`config.mk`:
```
export PLATFORM = sky130hd
export DESIGN_NAME = fifo_wr_arbiter
export DESIGN_NICKNAME = d
export VERILOG_FILES = /design/src/rtl/fifo_wr_arbiter.sv
export SDC_FILE = /design/constraint.sdc
export NUM_CORES = 1
export LEC_CHECK = 0
export BUFFER_PORTS_ARGS = -buffer_cell sky130_fd_sc_hd__buf_2
export CELL_PAD_IN_SITES_DETAIL_PLACEMENT = 0
export CELL_PAD_IN_SITES_GLOBAL_PLACEMENT = 1
export CORE_ASPECT_RATIO = 1.75
export CORE_MARGIN = 3
export CORE_UTILIZATION = 28
export CTS_CLUSTER_DIAMETER = 100
export CTS_CLUSTER_SIZE = 25
export DETAILED_ROUTE_END_ITERATION = 16
export PLACE_DENSITY_LB_ADDON = 0.1
export SKIP_LAST_GASP = 1
export SYNTH_ARGS = -nofsm -noshare
export SYNTH_HDL_FRONTEND = slang
export SYNTH_SLANG_ARGS = --single-unit
```
`constraint.sdc`:
```
create_clock -name wr_clk -period 2.3 [get_ports wr_clk]
set_input_delay 0.115 -clock wr_clk [delete_from_list [all_inputs] [get_ports wr_clk]]
set_output_delay 0.115 -clock wr_clk [all_outputs]
set_load 0.05 [all_outputs]
```
`src/rtl/fifo_wr_arbiter.sv`:
```
// Round-robin arbiter sharing the single async-FIFO write port among NUM_REQ write-domain producers.
// Optional statistics outputs (xfer_count, stall_count) are built when ARB_STATS_EN is defined.
module fifo_wr_arbiter #(
    parameter int NUM_REQ   = 4,
    parameter int DATA_W    = 8,
    parameter int BURST_LEN = 4
) (
    input  logic                       wr_clk,
    input  logic                       wr_rst,
    input  logic [NUM_REQ-1:0]         req_valid,
    input  logic [NUM_REQ*DATA_W-1:0]  req_data,
    output logic [NUM_REQ-1:0]         req_ready,
    input  logic                       fifo_full,
    output logic                       fifo_wr_en,
    output logic [DATA_W-1:0]          fifo_wr_data,
    output logic                       grant_valid,
    output logic [$clog2(NUM_REQ)-1:0] grant_id,
`ifdef ARB_STATS_EN
    output logic [15:0]                xfer_count,
    output logic [15:0]                stall_count,
`endif
    output logic                       dbg_state,
    output logic [$clog2(NUM_REQ)-1:0] dbg_rr_ptr
);
    localparam int IDW = $clog2(NUM_REQ);
    localparam int BW  = (BURST_LEN > 1) ? $clog2(BURST_LEN) : 1;

    typedef enum logic {IDLE = 1'b0, BURST = 1'b1} state_t;

    state_t         state, state_nxt;
    logic [IDW-1:0] rr_ptr, rr_ptr_nxt, grant_nxt, sel_id;
    logic [BW-1:0]  beat_cnt, beat_nxt;
    logic           sel_found, hold_valid, xfer, last_beat;

    // Search starts just after the last releaser, so it has lowest priority.
    always_comb begin
        logic [IDW-1:0] idx;
        sel_found = 1'b0;
        sel_id    = '0;
        idx       = '0;
        for (int i = 1; i <= NUM_REQ; i++) begin
            idx = IDW'((int'(rr_ptr) + i) % NUM_REQ);
            if (!sel_found && req_valid[idx]) begin
                sel_found = 1'b1;
                sel_id    = idx;
            end
        end
    end

    // A beat moves only when req_valid[i] & req_ready[i] are both high at the rising
    // edge; ready never depends on valid, and fifo_wr_en is exactly that product.
    assign hold_valid = req_valid[grant_id];
    assign xfer       = (state == BURST) & hold_valid & ~fifo_full;
    assign last_beat  = (beat_cnt == BW'(BURST_LEN - 1));

    always_ff @(posedge wr_clk) begin
        if (wr_rst) begin
            state    <= IDLE;
            grant_id <= '0;
            rr_ptr   <= IDW'(NUM_REQ - 1);
            beat_cnt <= '0;
        end else begin
            state    <= state_nxt;
            grant_id <= grant_nxt;
            rr_ptr   <= rr_ptr_nxt;
            beat_cnt <= beat_nxt;
        end
    end

    always_comb begin
        state_nxt  = state;
        grant_nxt  = grant_id;
        rr_ptr_nxt = rr_ptr;
        beat_nxt   = beat_cnt;
        case (state)
            IDLE: begin
                if (sel_found) begin
                    state_nxt = BURST;
                    grant_nxt = sel_id;
                    beat_nxt  = '0;
                end
            end
            BURST: begin
                // A full FIFO with valid high simply holds everything.
                if (!hold_valid) begin
                    state_nxt  = IDLE;
                    rr_ptr_nxt = grant_id;
                end else if (xfer) begin
                    if (last_beat) begin
                        state_nxt  = IDLE;
                        rr_ptr_nxt = grant_id;
                    end else begin
                        beat_nxt = beat_cnt + BW'(1);
                    end
                end
            end
            default: state_nxt = IDLE;
        endcase
    end

    always_comb begin
        req_ready    = '0;
        fifo_wr_en   = 1'b0;
        fifo_wr_data = '0;
        grant_valid  = (state == BURST);
        if (state == BURST) begin
            for (int i = 0; i < NUM_REQ; i++) begin
                if (grant_id == IDW'(i)) fifo_wr_data = req_data[i*DATA_W +: DATA_W];
            end
            // Reset masks handshakes in the very cycle it is sampled.
            if (!wr_rst && !fifo_full) begin
                req_ready[grant_id] = 1'b1;
                fifo_wr_en          = hold_valid;
            end
        end
    end

    assign dbg_state  = (state == BURST);
    assign dbg_rr_ptr = rr_ptr;

`ifdef ARB_STATS_EN
    logic stall;
    assign stall = (state == BURST) & hold_valid & fifo_full;

    always_ff @(posedge wr_clk) begin
        if (wr_rst) begin
            xfer_count  <= '0;
            stall_count <= '0;
        end else begin
            if (xfer) xfer_count <= xfer_count + 16'd1;
            if (stall && stall_count != 16'hFFFF) stall_count <= stall_count + 16'd1;
        end
    end
`endif
endmodule

```
==> results of run 1 <==
-- sequential cells by signal, indices dropped and copies added, names as in the netlist --
name and flops:
dbg_state 1, dbg_rr_ptr 2, beat_cnt 2, grant_id 2
-- cell usage in the layout, fill, tap and decap left out, types with 3 or more instances in the layout --
cell type / instances
buf_2: 57
mux4_2: 9
nor2b_1: 4
a21oi_1: 3
nand2_1: 5
mux2i_1: 5
clkbuf_8: 3
dfxtp_1: 7
nor2_1: 11
and2_1: 9
-- power breakdown --
group          total (mW)  internal, mW  switching (mW)  leakage (nW)
registers           0.157         0.134          0.0230        0.0576
clock network       0.171         0.120          0.0509        0.0228
logic               0.317         0.126           0.191         0.454
-- worst min path at each step --
stage / cells past startpoint / end / slack (ps)
final: 2 / beat_cnt[1] / 190
after global routing: 2 / beat_cnt[1] / 220
after CTS: 2 / beat_cnt[1] / 200
after detailed placement: 2 / grant_id[1] / 430
after global placement: 2 / grant_id[1] / 420
after floorplan: 3 / beat_cnt[1] / 340
-- stage by stage --
stage                     worst slack (ps)  util, %
after detailed placement               533     41.5
final                                  330     43.3
after floorplan                        264        -
after CTS                              295     43.3
after global routing                   207     43.3
after global placement                 588     41.5
-- routing by layer --
layer,global-route usage (%),up-vias,wire (um)
met5,0,-,0
met4,3.91,0,13
met3,3.39,2,261
met2,25.4,41,1200
met1,13.5,382,771
li1,-,415,-
-- layout make-up --
cell class | instances | area (um^2)
tap | 26 | 32.5
clock buffer | 4 | 45.0
sequential | 7 | 140
fill | 266 | 1430
multi-input combinational | 67 | 571
timing repair buffer | 59 | 300
inverter | 1 | 3.75
-- kinds of logic after synthesis --
logic type | share of synthesized area [%]
buf+inv | 5.84
mux | 33.7
flops | 18.7
compound gates | 8.35
fa+ha+maj | 1.67
simple gates | 31.7
==> PnR_summary.wiki, run 1 <==
{| class="wikitable"
! Metric !! Value
|-
| DRT iter0 DRCs || 8
|-
| CORE AREA || about 0.0025 mm^2
|-
| Total setup buffers inserted after CTS || 0
|-
| Critical path type || register to output pin
|-
| Number of buffers created by CTS || 3
|-
| Total number of cells along the worst setup path || 4
|-
| Starting Density || 29.7%
|-
| Result of the run || finished, final reports clean
|-
| Top-area cell type share of the netlist area || 27.0%
|-
| Setup repair after global routing missed its margin || no
|-
| Cell types with the highest counts after synthesis || 11 x nor2_1, 9 x and2_1, 9 x mux4_2
|-
| Post-Place Cell Area || 0.00105 mm^2
|-
| Number of vias per cell || 5.12
|-
| Height of the chip || 74.4 um
|-
| FFs w/ async S/R, synth || 0%
|-
| Routed vias || 840
|-
| Max VDD drop || 0.516 mV
|-
| Leakage || 0.534 nW
|-
| Minimum setup slack among reg-to-reg paths || 860 ps
|-
| First-pass DRT Iterations || 4
|-
| Total power consumption of the routed design || 0.644 mW
|-
| Number of antenna violations at the first check in global routing || 0
|-
| Number of primary I/O pins || 58
|-
| Clock insertion delay at the later pin of the skew report || around 220 ps
|-
| Type of the tightest min-delay check || input port to register
|-
| WL per Instance || 13.7 um
|-
| Category of the worst setup path capture point || output pin
|-
| Antenna diodes || 0
|-
| Hold Buf Count CTS || 0
|-
| Data required, critical path || ~2200 ps
|-
| Slew at the pin with the worst max-slew slack || 538 ps
|-
| Post-route setup TNS || 0 ps
|-
| CTS H-tree depth || 1
|-
| Clock tree root buffer cell || clkbuf_8
|-
| Dominant cell type by area after synthesis || mux4_2
|-
| Post-synth net total || around 120
|-
| Type of origin of the critical path || register
|-
| Total global-route track usage || 13.3%
|-
| Most used flip-flop cell after synthesis || dfxtp_1
|-
| Number of different library cells in the post-synthesis netlist || 31
|-
| Longest individual stage delay on the worst path || 520 ps
|-
| Final Max Tran Viols || 0
|-
| Mapped cell area || 749 um^2
|-
| Syn-to-layout area delta || 45.7%
|-
| Post-synthesis sequential area ratio || 18.7%
|-
| DRT antenna net count || 0
|-
| Period Utilization, post-route || between 80 and 90%
|-
| Placed cell count || 160
|-
| Width of the chip || ~45 um
|-
| Worst-case headroom to the max-slew limit || 64.1%
|-
| DRT Wirelength || 2.25 mm
|-
| Worst hold slack || 190 ps
|-
| Arrival time of data at the critical path endpoint || 1860 ps
|-
| Max-cap violations || 0
|-
| Setup Viol. Count Final || 0
|-
| Number of global-route vias before repair || 779
|-
| Maximum fanout along the worst path || 13
|-
| Share of layout cells above drive strength 1 || 55.1%
|-
| Crit Reg-Reg Endpoint || beat_cnt[0]
|-
| Final Instance Area || 0.00109 mm^2
|-
| FF+latch count, synth || 7
|-
| Number of hold violations in the final report || 0
|-
| I/O Buffers || 57
|-
| Critical path destination || fifo_wr_data[2]
|-
| Worst flop-to-flop path startpoint || grant_id[0]
|-
| Most common cell in the netlist || nor2_1
|-
| Worst clock skew || ~1.4 ps
|-
| Pin count of the biggest net entering global routing || 19
|-
| Clock Tree Buf Depth || 2
|-
| Reg2Reg Depth || 4
|-
| Floorplan row count || 24
|-
| Number of buffers and inverters on the critical path || 2
|-
| Mean instance size in the synthesized netlist || around 9.1 um^2
|-
| Max Freq || 508 MHz
|-
| Remaining design rule violation count || 0
|-
| Placed wire-length estimate after detailed placement || 1.85 mm
|-
| Number of enable-type register cells in the synthesized netlist || 0
|-
| Net count of the finished layout || 179
|-
| CP Launch Point || grant_id[0]
|-
| CTS clk-pin slew, worst paths || 40 ps
|-
| Routability-driven placement congestion ratio || approximately 0.76
|-
| Crit path max-delay cell type || mux4_2
|-
| TritonCTS clock tree || done
|-
| Power density cells || slightly below 600 mW/mm^2
|-
| Startpoint of the most critical hold path || wr_rst
|-
| Ordered cell list for the critical path || buf_4, mux4_2, and2_1, buf_2
|-
| Mapped Cells || 82
|-
| First-pass GRT wire length || 3.38 mm
|-
| Die area || approximately 0.0034 mm^2
|-
| Syn. warnings || 0
|-
| CP delay by family, top || multiplexers
|-
| Cell types with the largest area share after synthesis || mux4_2 27%, dfxtp_1 19%, and2_1 7.5%, mux2i_1 6.7%, nor2_1 5.5%
|-
| Clk sinks || 7
|-
| Grt ovf || 0
|-
| Final non-filler cell total || around 160
|-
| Count of instances resized after the clock tree is built || 0
|-
| Time the worst path needs with I/O delays and setup || 1970 ps
|}
(Power assumes the default switching activity.)
==> inputs of run 2 (changes only) <==
==> constraint.sdc (replaced) <==
create_clock -name wr_clk -period 2.3 [get_ports wr_clk]
set_input_delay 0.575 -clock wr_clk [delete_from_list [all_inputs] [get_ports wr_clk]]
set_output_delay 0.575 -clock wr_clk [all_outputs]
set_load 0.05 [all_outputs]
==> PnR_summary.wiki, run 2 (synthesized netlist as in run 1, its figures left out) <==
{| class="wikitable"
! Metric !! Value
|-
| Result of the run || finished, final reports clean
|-
| Worst-case headroom to the max-slew limit || 63.1%
|-
| Period Utilization, post-route || 95.8%
|-
| Pin count of the biggest net entering global routing || 19
|-
| DRT iter0 DRCs || 6
|-
| Hold Buf Count CTS || 0
|-
| Net count of the finished layout || roughly 190
|-
| Highest-count cells in the layout ignoring fill and taps || 57 x buf_2, 10 x buf_4, 9 x mux4_2, 9 x nor2_1
|-
| Worst hold slack || 486 ps
|-
| Number of hold violations in the final report || 0
|-
| Type of the tightest min-delay check || register to register
|-
| Max VDD drop || 0.338 mV
|-
| Height of the chip || 74.4 um
|-
| Critical path type || input port to output pin
|-
| Maximum fanout along the worst path || 7
|-
| Number of global-route vias before repair || 884
|-
| Most common cell after layout, fill and taps aside || buf_2
|-
| Placed cell count || 162
|-
| CORE AREA || 0.00252 mm^2
|-
| Die area || 0.00336 mm^2
|-
| Share of layout cells above drive strength 1 || between 60% and 70%
|-
| Setup repair after global routing missed its margin || no
|-
| Number of vias per cell || 5.20
|-
| DRT antenna net count || 0
|-
| Clock tree root buffer cell || clkbuf_8
|-
| Fillers || 276
|-
| TritonCTS clock tree || done
|-
| Data required, critical path || 1730 ps
|-
| Worst clock skew || 5.20 ps
|-
| I/O Buffers || 57
|-
| Total global-route track usage || between 10 and 15%
|-
| Clock Tree Buf Depth || 2
|-
| Minimum setup slack among reg-to-reg paths || 680 ps
|-
| Ordered cell list for the critical path || buf_2, mux4_2, and2_1, buf_2
|-
| CP delay by family, top || multiplexers
|-
| Routability-driven placement congestion ratio || 0.704
|-
| Crit path max-delay cell type || mux4_2
|-
| First-pass GRT wire length || 3.65 mm
|-
| Remaining design rule violation count || 0
|-
| Type of origin of the critical path || input port
|-
| Floorplan row count || 24
|-
| Number of buffers created by CTS || 3
|-
| Setup slack after layout || 96.3 ps
|-
| Longest individual stage delay on the worst path || 520 ps
|-
| Slew at the pin with the worst max-slew slack || 548 ps
|-
| Starting Density || between 20% and 30%
|-
| Time the worst path needs with I/O delays and setup || 2200 ps
|-
| Number of primary I/O pins || 58
|-
| First-pass DRT Iterations || 2
|-
| CTS clk-pin slew, worst paths || 40 ps
|-
| Syn-to-layout area delta || 59.3%
|-
| WL per Instance || 13.6 um
|-
| CTS H-tree depth || 1
|-
| Clk sinks || 7
|-
| Final non-filler cell total || 173
|-
| Most numerous cell on the critical path || buf_2
|-
| Leakage || 0.591 nW
|-
| Antenna diodes || 0
|-
| DRT Wirelength || 2.36 mm
|-
| Arrival time of data at the critical path endpoint || 1630 ps
|-
| Number of buffers and inverters on the critical path || 2
|-
| Max Freq || 454 MHz
|-
| Width of the chip || around 45 um
|-
| Clock insertion delay at the later pin of the skew report || 230 ps
|-
| Placed wire-length estimate after detailed placement || 1.92 mm
|-
| Routed vias || 900
|-
| Grt ovf || 0
|-
| Final Max Tran Viols || 0
|-
| Number of antenna violations at the first check in global routing || 0
|-
| Pre-CTS setup slack || 69.6 ps
|-
| Category of the worst setup path capture point || output pin
|-
| Max-cap violations || 0
|-
| Power density cells || 570 mW/mm^2
|-
| Setup Viol. Count Final || 0
|}
run 2: report_power, final:
group	internal, mW	leakage (nW)	switching (mW)	total, mW
Combinational	0.154	0.507	0.195	0.349
Sequential	0.135	0.0586	0.0260	0.161
Clock	0.117	0.0255	0.0535	0.171
run 2: area by class of cell:
| class | count | area, um^2 | area share, % |
|---|---|---|---|
| clock buffers | 3 | 41.3 | 3.46 |
| clock inverters | 1 | 5.00 | 0.419 |
| inverters | 1 | 3.75 | 0.314 |
| multi-input cells | 67 | 586 | 49.1 |
| flip-flops and latches | 7 | 145 | 12.2 |
| well taps | 26 | 32.5 | 2.73 |
| repair buffers | 68 | 380 | 31.9 |
run 2: layer usage:
layer | track usage (%) | vias to the layer above | share of wire [%]
li1 | - | 432 | -
met1 | 13.3 | 422 | 32
met2 | 29.3 | 40 | 57
met3 | 1.94 | 6 | 8.3
met4 | 3.91 | 0 | 2.4
met5 | 0 | - | 0
run 2: final timing paths:
path,start,endpoint,cells after the start
setup / recovery,req_valid[0],fifo_wr_en,4
hold / removal,beat_cnt[1],beat_cnt[1],2
setup reg to reg,grant_id[0],dbg_rr_ptr[0],6
hold reg to reg,beat_cnt[1],beat_cnt[1],2
run 2: timing repair:
action,4_1_cts,5_1_grt
buffers inserted,1,6
pin swaps,0,0
gates resized for setup,1,1
endpoints found under the setup margin,9,4
run 2: stage by stage:
stage                     power, mW  cell area (um^2)  setup TNS [ps]  utilization, %
final                         0.681              1190               0            47.3
after global routing          0.726              1190               0            47.3
after CTS                     0.664              1130               0            44.8
after detailed placement      0.488              1070               0            42.6
after global placement        0.484              1070               0            42.6
after floorplan               0.403               767            -115               -
run 2: worst reg2reg max path, stage by stage, from the launching register on:
cell and delay, ps:
dfxtp_4 400, buf_4 140, buf_4 130, mux2i_1 200
nor3b_1 80, nor3b_2 360, mux2i_1 240
